`src/rtl/mem_access_arbiter.sv`:
```
// Two-requester memory access arbiter: a fetch port (32-bit reads only) and a
// data port (8/16/32-bit reads and writes) share one memory port. Ties are
// broken round-robin, misaligned or invalid-size accesses are refused without
// touching memory, and a stuck memory is abandoned after TIMEOUT_CYCLES cycles.
//
// Handshake: a requester holds req and its fields stable until its one-cycle
// ack pulse and drops or replaces req in the cycle after ack. err and rdata are
// valid only with ack; rdata holds its last value otherwise. On the memory side
// mem_req stays high until mem_ack or timeout. mem_ack is only honoured while
// the arbiter is waiting on memory.
module mem_access_arbiter #(
  parameter int TIMEOUT_CYCLES = 255
) (
  input  logic        clk,
  input  logic        rst_n,
  input  logic        f_req,
  input  logic [31:0] f_addr,
  output logic        f_ack,
  output logic        f_err,
  output logic [31:0] f_rdata,
  input  logic        d_req,
  input  logic [31:0] d_addr,
  input  logic [31:0] d_wdata,
  input  logic        d_type,
  input  logic [1:0]  d_size,
  output logic        d_ack,
  output logic        d_err,
  output logic [31:0] d_rdata,
  output logic        mem_req,
  output logic [31:0] mem_addr,
  output logic [31:0] mem_wdata,
  output logic        mem_type,
  output logic [1:0]  mem_size,
  input  logic        mem_ack,
  input  logic [31:0] mem_rdata,
  output logic [1:0]  dbg_state
);

  typedef enum logic [1:0] {
    IDLE = 2'd0,
    WAIT = 2'd1,
    DONE = 2'd2
  } state_t;

  localparam int CW = (TIMEOUT_CYCLES < 2) ? 1 : $clog2(TIMEOUT_CYCLES + 1);
  // Count value at which one more stalled WAIT cycle reaches the limit.
  localparam logic [CW-1:0] TO_LAST = CW'(TIMEOUT_CYCLES - 1);

  state_t        state, state_n;
  logic          gnt_d, gnt_d_n;      // current grant belongs to the data port
  logic          last_d, last_d_n;    // last grant went to the data port
  logic [CW-1:0] cnt, cnt_n;
  logic          err_q, err_n;
  logic          mem_req_n;
  logic [31:0]   mem_addr_n, mem_wdata_n;
  logic          mem_type_n;
  logic [1:0]    mem_size_n;
  logic [31:0]   f_rdata_n, d_rdata_n;

  // Grant selection scratch values
  logic          pick_d;
  logic [31:0]   sel_addr;
  logic [31:0]   sel_wdata;
  logic          sel_type;
  logic [1:0]    sel_size;
  logic [31:0]   rd_val;

  // Size 1 needs halfword alignment, size 2 word alignment, size 3 is invalid.
  function automatic logic is_bad(input logic [1:0] sz, input logic [1:0] a);
    logic bad;
    case (sz)
      2'd0:    bad = 1'b0;
      2'd1:    bad = a[0];
      2'd2:    bad = (a != 2'b00);
      default: bad = 1'b1;
    endcase
    return bad;
  endfunction

  // Memory data is right-justified; keep only the accessed bytes.
  function automatic logic [31:0] mask_rd(input logic [1:0] sz, input logic [31:0] v);
    logic [31:0] r;
    case (sz)
      2'd0:    r = {24'd0, v[7:0]};
      2'd1:    r = {16'd0, v[15:0]};
      default: r = v;
    endcase
    return r;
  endfunction

  assign dbg_state = state;
  assign f_ack     = (state == DONE) && !gnt_d;
  assign d_ack     = (state == DONE) && gnt_d;
  assign f_err     = f_ack && err_q;
  assign d_err     = d_ack && err_q;

  // Next-state and next-register values for the arbiter FSM.
  always_comb begin
    state_n     = state;
    gnt_d_n     = gnt_d;
    last_d_n    = last_d;
    cnt_n       = cnt;
    err_n       = err_q;
    mem_req_n   = mem_req;
    mem_addr_n  = mem_addr;
    mem_wdata_n = mem_wdata;
    mem_type_n  = mem_type;
    mem_size_n  = mem_size;
    f_rdata_n   = f_rdata;
    d_rdata_n   = d_rdata;
    pick_d      = d_req && (!f_req || !last_d);
    sel_addr    = pick_d ? d_addr  : f_addr;
    sel_wdata   = pick_d ? d_wdata : 32'd0;
    sel_type    = pick_d ? d_type  : 1'b0;
    sel_size    = pick_d ? d_size  : 2'd2;
    rd_val      = mem_type ? 32'd0 : mask_rd(mem_size, mem_rdata);

    unique case (state)
      IDLE: begin
        if (f_req || d_req) begin
          gnt_d_n     = pick_d;
          last_d_n    = pick_d;
          mem_addr_n  = sel_addr;
          mem_wdata_n = sel_wdata;
          mem_type_n  = sel_type;
          mem_size_n  = sel_size;
          if (is_bad(sel_size, sel_addr[1:0])) begin
            state_n = DONE;
            err_n   = 1'b1;
            if (pick_d) d_rdata_n = 32'd0;
            else        f_rdata_n = 32'd0;
          end else begin
            state_n   = WAIT;
            mem_req_n = 1'b1;
            cnt_n     = '0;
          end
        end
      end
      WAIT: begin
        if (mem_ack) begin
          state_n   = DONE;
          mem_req_n = 1'b0;
          err_n     = 1'b0;
          if (gnt_d) d_rdata_n = rd_val;
          else       f_rdata_n = rd_val;
        end else if (cnt == TO_LAST) begin
          state_n   = DONE;
          mem_req_n = 1'b0;
          err_n     = 1'b1;
          if (gnt_d) d_rdata_n = 32'd0;
          else       f_rdata_n = 32'd0;
        end else begin
          cnt_n = cnt + CW'(1);
        end
      end
      DONE: begin
        state_n = IDLE;
      end
      default: begin
        state_n = IDLE;
      end
    endcase
  end

  // State and output registers; reset leaves fetch as last grant so data wins the first tie.
  always_ff @(posedge clk or negedge rst_n) begin
    if (!rst_n) begin
      state     <= IDLE;
      gnt_d     <= 1'b0;
      last_d    <= 1'b0;
      cnt       <= '0;
      err_q     <= 1'b0;
      mem_req   <= 1'b0;
      mem_addr  <= 32'd0;
      mem_wdata <= 32'd0;
      mem_type  <= 1'b0;
      mem_size  <= 2'd0;
      f_rdata   <= 32'd0;
      d_rdata   <= 32'd0;
    end else begin
      state     <= state_n;
      gnt_d     <= gnt_d_n;
      last_d    <= last_d_n;
      cnt       <= cnt_n;
      err_q     <= err_n;
      mem_req   <= mem_req_n;
      mem_addr  <= mem_addr_n;
      mem_wdata <= mem_wdata_n;
      mem_type  <= mem_type_n;
      mem_size  <= mem_size_n;
      f_rdata   <= f_rdata_n;
      d_rdata   <= d_rdata_n;
    end
  end

endmodule

```
`config.mk`:
```
export PLATFORM = sky130hd
export DESIGN_NAME = mem_access_arbiter
export DESIGN_NICKNAME = d
export VERILOG_FILES = /design/src/rtl/mem_access_arbiter.sv
export SDC_FILE = /design/constraint.sdc
export NUM_CORES = 1
export LEC_CHECK = 0
export ABC_AREA = 1
export CAP_MARGIN = 10
export CORE_AREA = 2 2 114 143
export DETAILED_ROUTE_END_ITERATION = 8
export DIE_AREA = 0 0 116 145
export PLACE_DENSITY = 0.79
export SLEW_MARGIN = 20
export SYNTH_ARGS = -nofsm -noshare
export SYNTH_HDL_FRONTEND = slang
export SYNTH_SLANG_ARGS = --single-unit
```
`constraint.sdc`:
```
create_clock -name clk -period 1.7 [get_ports clk]
set_input_delay 0.255 -clock clk [delete_from_list [all_inputs] [get_ports clk]]
set_output_delay 0.255 -clock clk [all_outputs]
set_load 0.05 [all_outputs]
```
# After elaboration in Yosys (flattened, before gate mapping)
# Cells that the tools add are included.
[totals] reg_bits=144 input_bits=136 out_inout_bits=138 elab_cells=94
[classes] n_addsub=1 eq_ne=16 n_mux=45 n_reduce_logical=21
[op_table] operator="two-way mux 32 bit" count=17
[op_table] operator="one-hot mux 32 bit (2 select lines)" count=3
[op_table] operator="two-way mux 8 bit" count=4
[op_table] operator="!= test 2 bit, second input constant" count=9
[op_table] operator="one-hot mux 8 bit (2 select lines)" count=1
[op_table] operator="AND reduction 6 bit" count=2
[op_table] operator="two-way mux 1 bit" count=11
[op_table] operator="two-way mux 2 bit" count=5
[op_table] operator="adder 8 x 1 -> 8 bit, second input constant" count=1
[op_table] operator="equality test 8 bit, second input constant" count=1
[op_table] operator="AND reduction 4 bit" count=2
[op_table] operator="equality test 2 x 1 -> 1 bit, second input constant" count=3
[op_table] operator="logical NOT 2 bit" count=3
[op_table] operator="logical AND 1 bit" count=5
[op_table] operator="AND reduction 5 bit" count=1
[op_table] operator="equality test 2 bit, second input constant" count=2
[op_table] operator="one-hot mux 1 bit (2 select lines)" count=2
[op_table] operator="one-hot mux 2 bit (2 select lines)" count=1
[op_table] operator="AND reduction 2 bit" count=2
[op_table] operator="nonzero test 2 bit" count=2
[op_table] operator="!= test 3 bit, second input constant" count=1
[op_table] operator="one-hot mux 1 bit (3 select lines)" count=1
[op_table] operator="logical NOT 1 bit" count=2
[op_table] operator="logical OR 1 bit" count=2

# Depth between registers and ports, before layout
# Gate-level depths: netlist (run 1).
[logic_depth] depth_word=11 mapped_depth=11 depth_no_buf=11

# Worst setup path after synthesis (run 1)
# OpenSTA, ideal clock, no wires.
[synth_timing] path_kind="reg-to-output" from="reg state[1] (netlist: dbg_state[1])" to="out d_err" arrival_ns=2.475 required_ns=1.445 slack_ns=-1.030 path_stages_with_launch=3 n_path_buf=0 cell_sequence="dfrtp_1 -> inv_1 -> nor4_1"
[synth_between] elab_chain_cells=3
[synth_rtl] element="start, declared" line_no="49" rtl="state_t state, state_n;"
[synth_rtl] element="start signal, assigned" line_no="181" rtl="state <= state_n;"
[synth_rtl] element="equality test 2 bit" line_no="93" rtl="assign d_ack = (state == DONE) && gnt_d;"
[synth_rtl] element="logical AND 1 bit" line_no="93"
[synth_rtl] element="logical AND 1 bit" line_no="95" rtl="assign d_err = d_ack && err_q;"
[synth_rtl] element="end, declared" line_no="27" rtl="output logic d_err,"
# No other way between the ends.

# Final worst setup path (run 1)
[layout_timing] from="reg state[1] (netlist: dbg_state[1])" to="reg d_rdata[7]"
[layout_between] elab_chain_cells=3 elab_cells_between_ends=10 cone_classes="eq/ne (6); mux (1); reduce/logical (3)"
[layout_rtl] element="equality test 2 x 1 -> 1 bit or logical NOT 2 bit (tied branches)" line_no="118" rtl="unique case (state)"
[layout_rtl] element="!= test 3 bit (no line), or another cell as far along"
[layout_rtl] element="AND reduction 6 bit (no line)"
[layout_rtl] element="end signal, assigned" line_no="192" rtl="d_rdata <= d_rdata_n;"
[layout_rtl] element="end, declared" line_no="28" rtl="output logic [31:0] d_rdata,"
# Parallel ways exist; a longest one is shown, timed or not.
# A chain may end at the register's enable or synchronous reset.

==> flow_summary.json, run 1 <==
{
  "rows": 51,
  "rsz0062_at_grt": "true",
  "drt_iter0_markers": 500,
  "die_w_um": 116,
  "vias": 6606,
  "timing.final.crit_period_ns": 1.77,
  "grt_max_degree": 48,
  "syn_to_final_growth_pct": 65.5,
  "cp-start-kind": "register",
  "final_cell_mix": "177 x buf_4, 169 x nand2_1, 142 x dfrtp_1",
  "detail_route.first_pass.iterations": 6,
  "skew_ns": 0.00820,
  "grt_pass1_vias": 6596,
  "ys.flop_type": "dfrtp_1",
  "cp.arrival_ns": 2.08,
  "seq_area_frac_synth": 0.554,
  "layout-drive-gt1-share": 0.322,
  "drc_errors": 0,
  "post-place-ws_ns": -0.309,
  "setup_viol": 22,
  "p_int_mw": 10.7,
  "clkPwrFrac": 0.186,
  "grt_pass1_wl_mm": 33.3,
  "synth_area_leaders": "dfrtp_1 55%, nand2_1 13%, nand4_1 6.3%, o21ai_0 5.2%, a22o_1 4.3%",
  "regToRegSetupSlack_ns": -0.07,
  "ff2ff_path_depth": 9,
  "switchingPower_mw": 10.1,
  "hp-class": "input port to asynchronous set/reset pin",
  "io_pins": 274,
  "synth_top_area_frac": 0.554,
  "die_height_um": 145,
  "viasPerCell": 5.17,
  "cap_violations": 0,
  "gr-total-overflow": 0,
  "maxSlewViolCount": 0,
  "synth_cell_types": 34,
  "max_clock_freq_mhz": 566,
  "worst_slew_pin_slew_ns": 0.430,
  "stdcell_count": 1278,
  "crit_path_end_kind": "register",
  "root_buffer": "clkbuf_16",
  "fin_ws_ns": -0.0672,
  "diodes": 0,
  "dp_cells": 1229,
  "cp.required_ns": 2.01,
  "fin_nets": 1191,
  "start_util": 0.421,
  "wirelength_mm": 22.0,
  "syn_avg_cell_area_sq_um": 8.82,
  "port_buffers": 273,
  "synth_area_sq_um": 6510,
  "syn-num-nets": 876,
  "layout_commonest_cell": "buf_4",
  "cts-htree-levels": 4,
  "antenna_found_initial": 0,
  "p_seq_frac": 0.249,
  "synth_cells": 738,
  "stdcell_area_sq_um": 10800,
  "crit_type": "register to register",
  "synth_area_leader_cell": "dfrtp_1",
  "die_area_sq_um": 16800,
  "cts_sinks": 144,
  "fillers": 1206,
  "synth_seq_cells": 144,
  "dp_hpwl_mm": 15.2,
  "pwr-share-comb": 0.565,
  "p_total_mw": 20.8,
  "numCtsBuffers": 17,
  "wl_per_cell_um": 17.2,
  "r2r-end": "d_rdata[7]",
  "synth-edff-count": 0,
  "leakage_nw": 5.34,
  "r2r-start": "dbg_state[1]",
  "finalWeightedCongestion": 0.825,
  "core_sq_um": 15400,
  "max-clock-path-buffers": 2,
  "yosysWarnings": 0,
  "synthArstFlopShare": 1.00,
  "powerDensity_nw_per_um2": 1930,
  "placed_area_sq_um": 9590,
  "status": "complete, but fails checks",
  "cts_tree": "done",
  "switching_share": 0.488,
  "crit_fanout": 8,
  "ant_nets": 0,
  "utilization": 0.697,
  "path_clk_slew_ns": 0.07,
  "timing.final.crit_share": 1.04,
  "grt_use_total": 0.253,
  "violations": "setup timing",
  "timing_hold_violations_final": 0,
  "peakVddDrop_mv": 1.48,
  "clock_latency_ns": 0.42,
  "slew_headroom": 0.713
}
-- power groups by stage --
stage | clock, mW | sequential, mW | combinational, mW
after floorplan | 0 | 8.64 | 3.22
after global placement | 0 | 5.15 | 10.5
after detailed placement | 0 | 5.16 | 10.6
after CTS | 3.94 | 5.12 | 10.9
after global routing | 4.06 | 5.30 | 12.3
final | 3.87 | 5.17 | 11.8
-- cells by family after synthesis --
| family | count (synthesis) | share of synthesized area |
|---|---|---|
| and+or+nand+nor | 400 | 0.273 |
| AOI/OAI and AO/OA | 106 | 0.102 |
| adders and majority gates | 2 | 0.00385 |
| DFF | 144 | 0.554 |
| buffers and inverters | 83 | 0.0629 |
| muxes | 1 | 0.00154 |
| xor gates and xnor gates | 2 | 0.00269 |
-- cell type report --
type | count | area (sq um) | area share
repair buffers | 346 | 3280 | 0.305
inverters | 33 | 130 | 0.0121
flip-flops and latches | 144 | 3610 | 0.335
multi-input cells | 511 | 2880 | 0.267
clock inverters | 15 | 183 | 0.0170
well taps | 212 | 265 | 0.0246
clock buffers | 17 | 425 | 0.0395
-- stage by stage --
stage | setup TNS, ns | hold slack (ns)
3_5_place_dp | -26.12 | 0.207
2_1_floorplan | -4.53 | -0.0406
6_report | -0.879 | 0.326
3_3_place_gp | -19.10 | 0.213
5_1_grt | -3.51 | 0.369
4_1_cts | -0.307 | 0.332
-- sequential cells by signal, indices dropped and copies added (netlist names) --
signal	count
err_q	1
d_rdata	32
mem_wdata	32
f_rdata	32
cnt	8
mem_req	1
last_d	1
mem_size	2
mem_addr	32
dbg_state	2
mem_type	1
-- what timing repair did --
action,in CTS,in global routing
hold endpoints to repair,38,0
pin swaps,4,33
hold buffers,1,0
resized for setup,9,107
gates cloned,0,4
setup buffers,7,6
setup endpoints to repair,5,106
-- worst max-delay path: stages, from the launching register on --
cell	delay, ns
dfrtp_2	0.43
clkinvlp_4	0.11
buf_12	0.11
nand2_8	0.05
nor2_4	0.17
nand3b_4	0.24
nand3_4	0.17
clkbuf_16	0.24
nand2_4	0.08
nand2_2	0.04
-- worst max-delay path by stage --
stage,cells past startpoint,slack [ns],start,endpoint
global placement,10,-0.22,d_req,f_rdata[26]
detailed placement,10,-0.31,d_req,f_rdata[7]
global route,9,-0.11,dbg_state[1],d_rdata[19]
finish,9,-0.07,dbg_state[1],d_rdata[7]
CTS,4,-0.10,dbg_state[1],f_err
floorplan,2,-0.1,dbg_state[1],d_ack
-- routing by layer --
layer,part of all wire,vias up,GRT usage
li1,-,3104,-
met1,0.38,3151,0.296
met2,0.52,306,0.443
met3,0.075,45,0.0660
met4,0.028,0,0.0875
met5,0,-,0
-- synthesized netlist by cell type (all sizes together), types with 2 or more instances --
cell type and n:
nand2 234, dfrtp 144, nor2 74, o21ai 71, nand4 66, buf 33, inv 33, a22o 32
clkbuf 17, nand3 15, nor3 3, nor3b 3, ha 2, nand3b 2, nor4 2, xor2 2
No activity file was read; power rests on OpenSTA's default activity.
==> run 2, diff against run 1 <==
Settings changed: CAP_MARGIN 10 to unset.
==> results of run 2 <==
Final layout, timing and power as in run 1 (identical DEF).
==> run 3, diff against run 2 <==
Settings changed: ABC_AREA 1 to unset, CORE_AREA 2 2 114 143 to 2 2 112 141, DIE_AREA 0 0 116 145 to 0 0 114 143.
==> run 3 against run 2 <==
Count of clock-buffer cells in the layout unchanged; fmax down 14%; clock power about the same; clock skew up 0.011 ns; core utilization up 0.58 points; routed wire length down 7.7%; the flow still finishes with violations (setup timing); combinational power up 3%; critical path type unchanged; design area down 2.8%.
==> flow_summary.json, run 3 <==
{
  "synth_cells": 513,
  "vias": 5452,
  "pwr-share-comb": 0.563,
  "drc_errors": 0,
  "utilization": 0.703,
  "wirelength_mm": 20.3,
  "synth_adder_area_share": 0.00408,
  "diodes": 0,
  "cp-start-kind": "register",
  "die_height_um": 143,
  "synth_area_sq_um": 6130,
  "die_w_um": 114,
  "slew_headroom": 0.668,
  "timing.final.crit_share": 1.20,
  "setup_viol": 112,
  "synthArstFlopShare": 1.00,
  "rows": 50,
  "finalWeightedCongestion": 0.841,
  "maxSlewViolCount": 0,
  "syn-num-nets": 651,
  "rsz0062_at_grt": "true",
  "clkPwrFrac": 0.178,
  "fin_nets": 973,
  "timing_hold_violations_final": 0,
  "p_total_mw": 21.7,
  "layout_commonest_cell": "buf_4",
  "crit_family": "compound AO/OA/AOI/OAI gates",
  "p_int_mw": 11.2,
  "port_buffers": 273,
  "cp.arrival_ns": 2.37,
  "synth_compound_area_frac": 0.143,
  "post-place-ws_ns": -0.651,
  "hp-class": "input port to asynchronous set/reset pin",
  "layout-drive-gt1-share": 0.395,
  "seq_area_frac_synth": 0.588,
  "cts-htree-levels": 4,
  "drt_iter0_markers": 257,
  "placed_area_sq_um": 9120,
  "switching_share": 0.483,
  "root_buffer": "clkbuf_16",
  "peakVddDrop_mv": 1.41,
  "clock_latency_ns": 0.42,
  "synth_seq_cells": 144,
  "p_seq_frac": 0.258,
  "final_cell_mix": "176 x buf_4, 141 x dfrtp_1, 134 x clkdlybuf4s50_1",
  "timing.final.crit_period_ns": 2.05,
  "ant_nets": 0,
  "io_pins": 274,
  "max_clock_freq_mhz": 488,
  "synth_area_leader_cell": "dfrtp_1",
  "grt_pass1_wl_mm": 30.0,
  "core_sq_um": 14900,
  "slowest_delay_ns": 0.39,
  "crit_slowest_cell": "a2111o_2",
  "die_area_sq_um": 16300,
  "leakage_nw": 5.09,
  "synth_cell_types": 45,
  "grt_pass1_vias": 5785,
  "fin_ws_ns": -0.348,
  "status": "complete, but fails checks",
  "cts_tree": "done",
  "switchingPower_mw": 10.5,
  "synth-edff-count": 0,
  "crit_buf_inv": 3,
  "cts_sinks": 144,
  "synth_top_area_frac": 0.588,
  "violations": "setup timing",
  "skew_ns": 0.0191,
  "syn_avg_cell_area_sq_um": 11.9,
  "numCtsBuffers": 17,
  "synthXorXnorAreaFrac": 0,
  "start_util": 0.411,
  "synth_area_leaders": "dfrtp_1 59%, mux2i_1 7.8%, a22o_1 4.9%, o21ai_0 4.7%, mux2_2 3.5%",
  "antenna_found_initial": 0,
  "grt_max_degree": 98,
  "ys_top_cells_by_count": "144 x dfrtp_1, 58 x o21ai_0, 53 x nand2_1",
  "path_clk_slew_ns": 0.07,
  "viasPerCell": 5.29,
  "wl_per_cell_um": 19.7,
  "stdcell_area_sq_um": 10500,
  "holdWs_ns": 0.358,
  "yosysWarnings": 0,
  "ys.flop_type": "dfrtp_1",
  "crit_path_end_kind": "register",
  "grt_use_total": 0.241,
  "synth_top_family_by_area": "multiplexers",
  "powerDensity_nw_per_um2": 2070,
  "crit_fanout": 18,
  "worst_slew_pin_slew_ns": 0.498,
  "gr-total-overflow": 0,
  "cap_violations": 0,
  "path_cells": "inv_1 -> ha_2 -> nand3_4 -> o21ai_4 -> a21boi_4 -> a2111o_2 -> buf_12 -> buf_12 -> mux2i_1",
  "synth_most_common_cell": "dfrtp_1",
  "crit_type": "register to register",
  "max-clock-path-buffers": 2,
  "path_common_cell": "buf_12",
  "dp_hpwl_mm": 14.2,
  "syn_to_final_growth_pct": 70.9,
  "synth_mux_area_frac": 0.148,
  "cp.required_ns": 2.03,
  "synth-simple-area-share": 0.0795,
  "detail_route.first_pass.iterations": 4
}
==> run 3: changes by cell type in the layout (fill, tap and decap cells not counted), sizes merged, moves of 12 or more <==
cell,change
nand2,-181
nand4,-65
nor2,-60
mux2i,+47
mux2,+33
and2,+18
o31ai,+16
inv,-13
o21ai,-12
==> run 3: metal layers <==
metal / GRT usage / wire [um] / up-vias
met1: 0.264 / 7210 / 2682
met2: 0.437 / 11100 / 242
met4: 0.114 / 808 / 0
met5: 0 / 0 / -
met3: 0.0560 / 1210 / 58
li1: - / - / 2470
==> run 3: worst register-to-register path: cells and delay by family (launching register included) <==
family / cells / cell delay [ns]
AOI/OAI and AO/OA: 3 / 0.66
adders and majority gates: 1 / 0.20
buffers and inverters: 3 / 0.43
DFF: 1 / 0.37
muxes: 1 / 0.20
and+or+nand+nor: 1 / 0.10
==> run 3: path summary, 6_finish.rpt <==
kind	from	to	slack, ns	cells past startpoint
worst max-delay path	cnt[0]	f_rdata[18]	-0.35	9
worst min-delay path	rst_n	f_rdata[12]	0.36	2
worst max register to register	cnt[0]	f_rdata[18]	-0.35	9
worst min register to register	mem_addr[31]	mem_addr[31]	0.48	2
max in group asynchronous	rst_n	mem_wdata[23]	0.71	3
min in group clk	d_wdata[1]	mem_wdata[1]	0.42	2
==> run 3: metrics by stage <==
stage               cells  setup TNS (ns)
finish               1030          -17.93
global route         1030          -25.62
CTS                  1026          -14.13
detailed placement    983          -64.30
global placement      983          -59.53
floorplan             513          -15.69
==> run 3: kinds of logic (layout without fill, tap and decap cells) <==
| logic type | after synthesis | in the layout |
|---|---|---|
| AOI/OAI and AO/OA | 128 | 128 |
| adders and majority gates | 2 | 2 |
| buffers and inverters | 54 | 389 |
| DFF | 144 | 144 |
| muxes | 81 | 81 |
| and+or+nand+nor | 104 | 104 |
==> run 3: what timing repair did <==
item                                   4_1_cts  5_1_grt
hold buffers                                 1        0
buffers inserted                             8        3
resized for setup                           78       58
setup endpoints to repair                   85      116
pin swaps                                   31       12
endpoints found under the hold margin       44        0
cloned                                       2        1
==> run 3: power by group through the flow <==
stage          clock network, mW  logic [mW]  registers, mW
5_1_grt                     4.05        12.7           5.75
6_report                    3.86        12.2           5.60
3_5_place_dp                   0        10.9           5.56
3_3_place_gp                   0        10.7           5.54
4_1_cts                     3.89        11.6           5.56
2_1_floorplan                  0        2.92           9.67
==> run 3: cell type report <==
| class | count | area [sq um] |
|---|---|---|
| Inverter | 22 | 82.6 |
| Timing Repair Buffer | 335 | 3100 |
| Tap cell | 182 | 228 |
| Multi-Input combinational cell | 315 | 2840 |
| Clock inverter | 15 | 190 |
| Fill cell | 1012 | 4420 |
| Clock buffer | 17 | 425 |
| Sequential cell | 144 | 3610 |
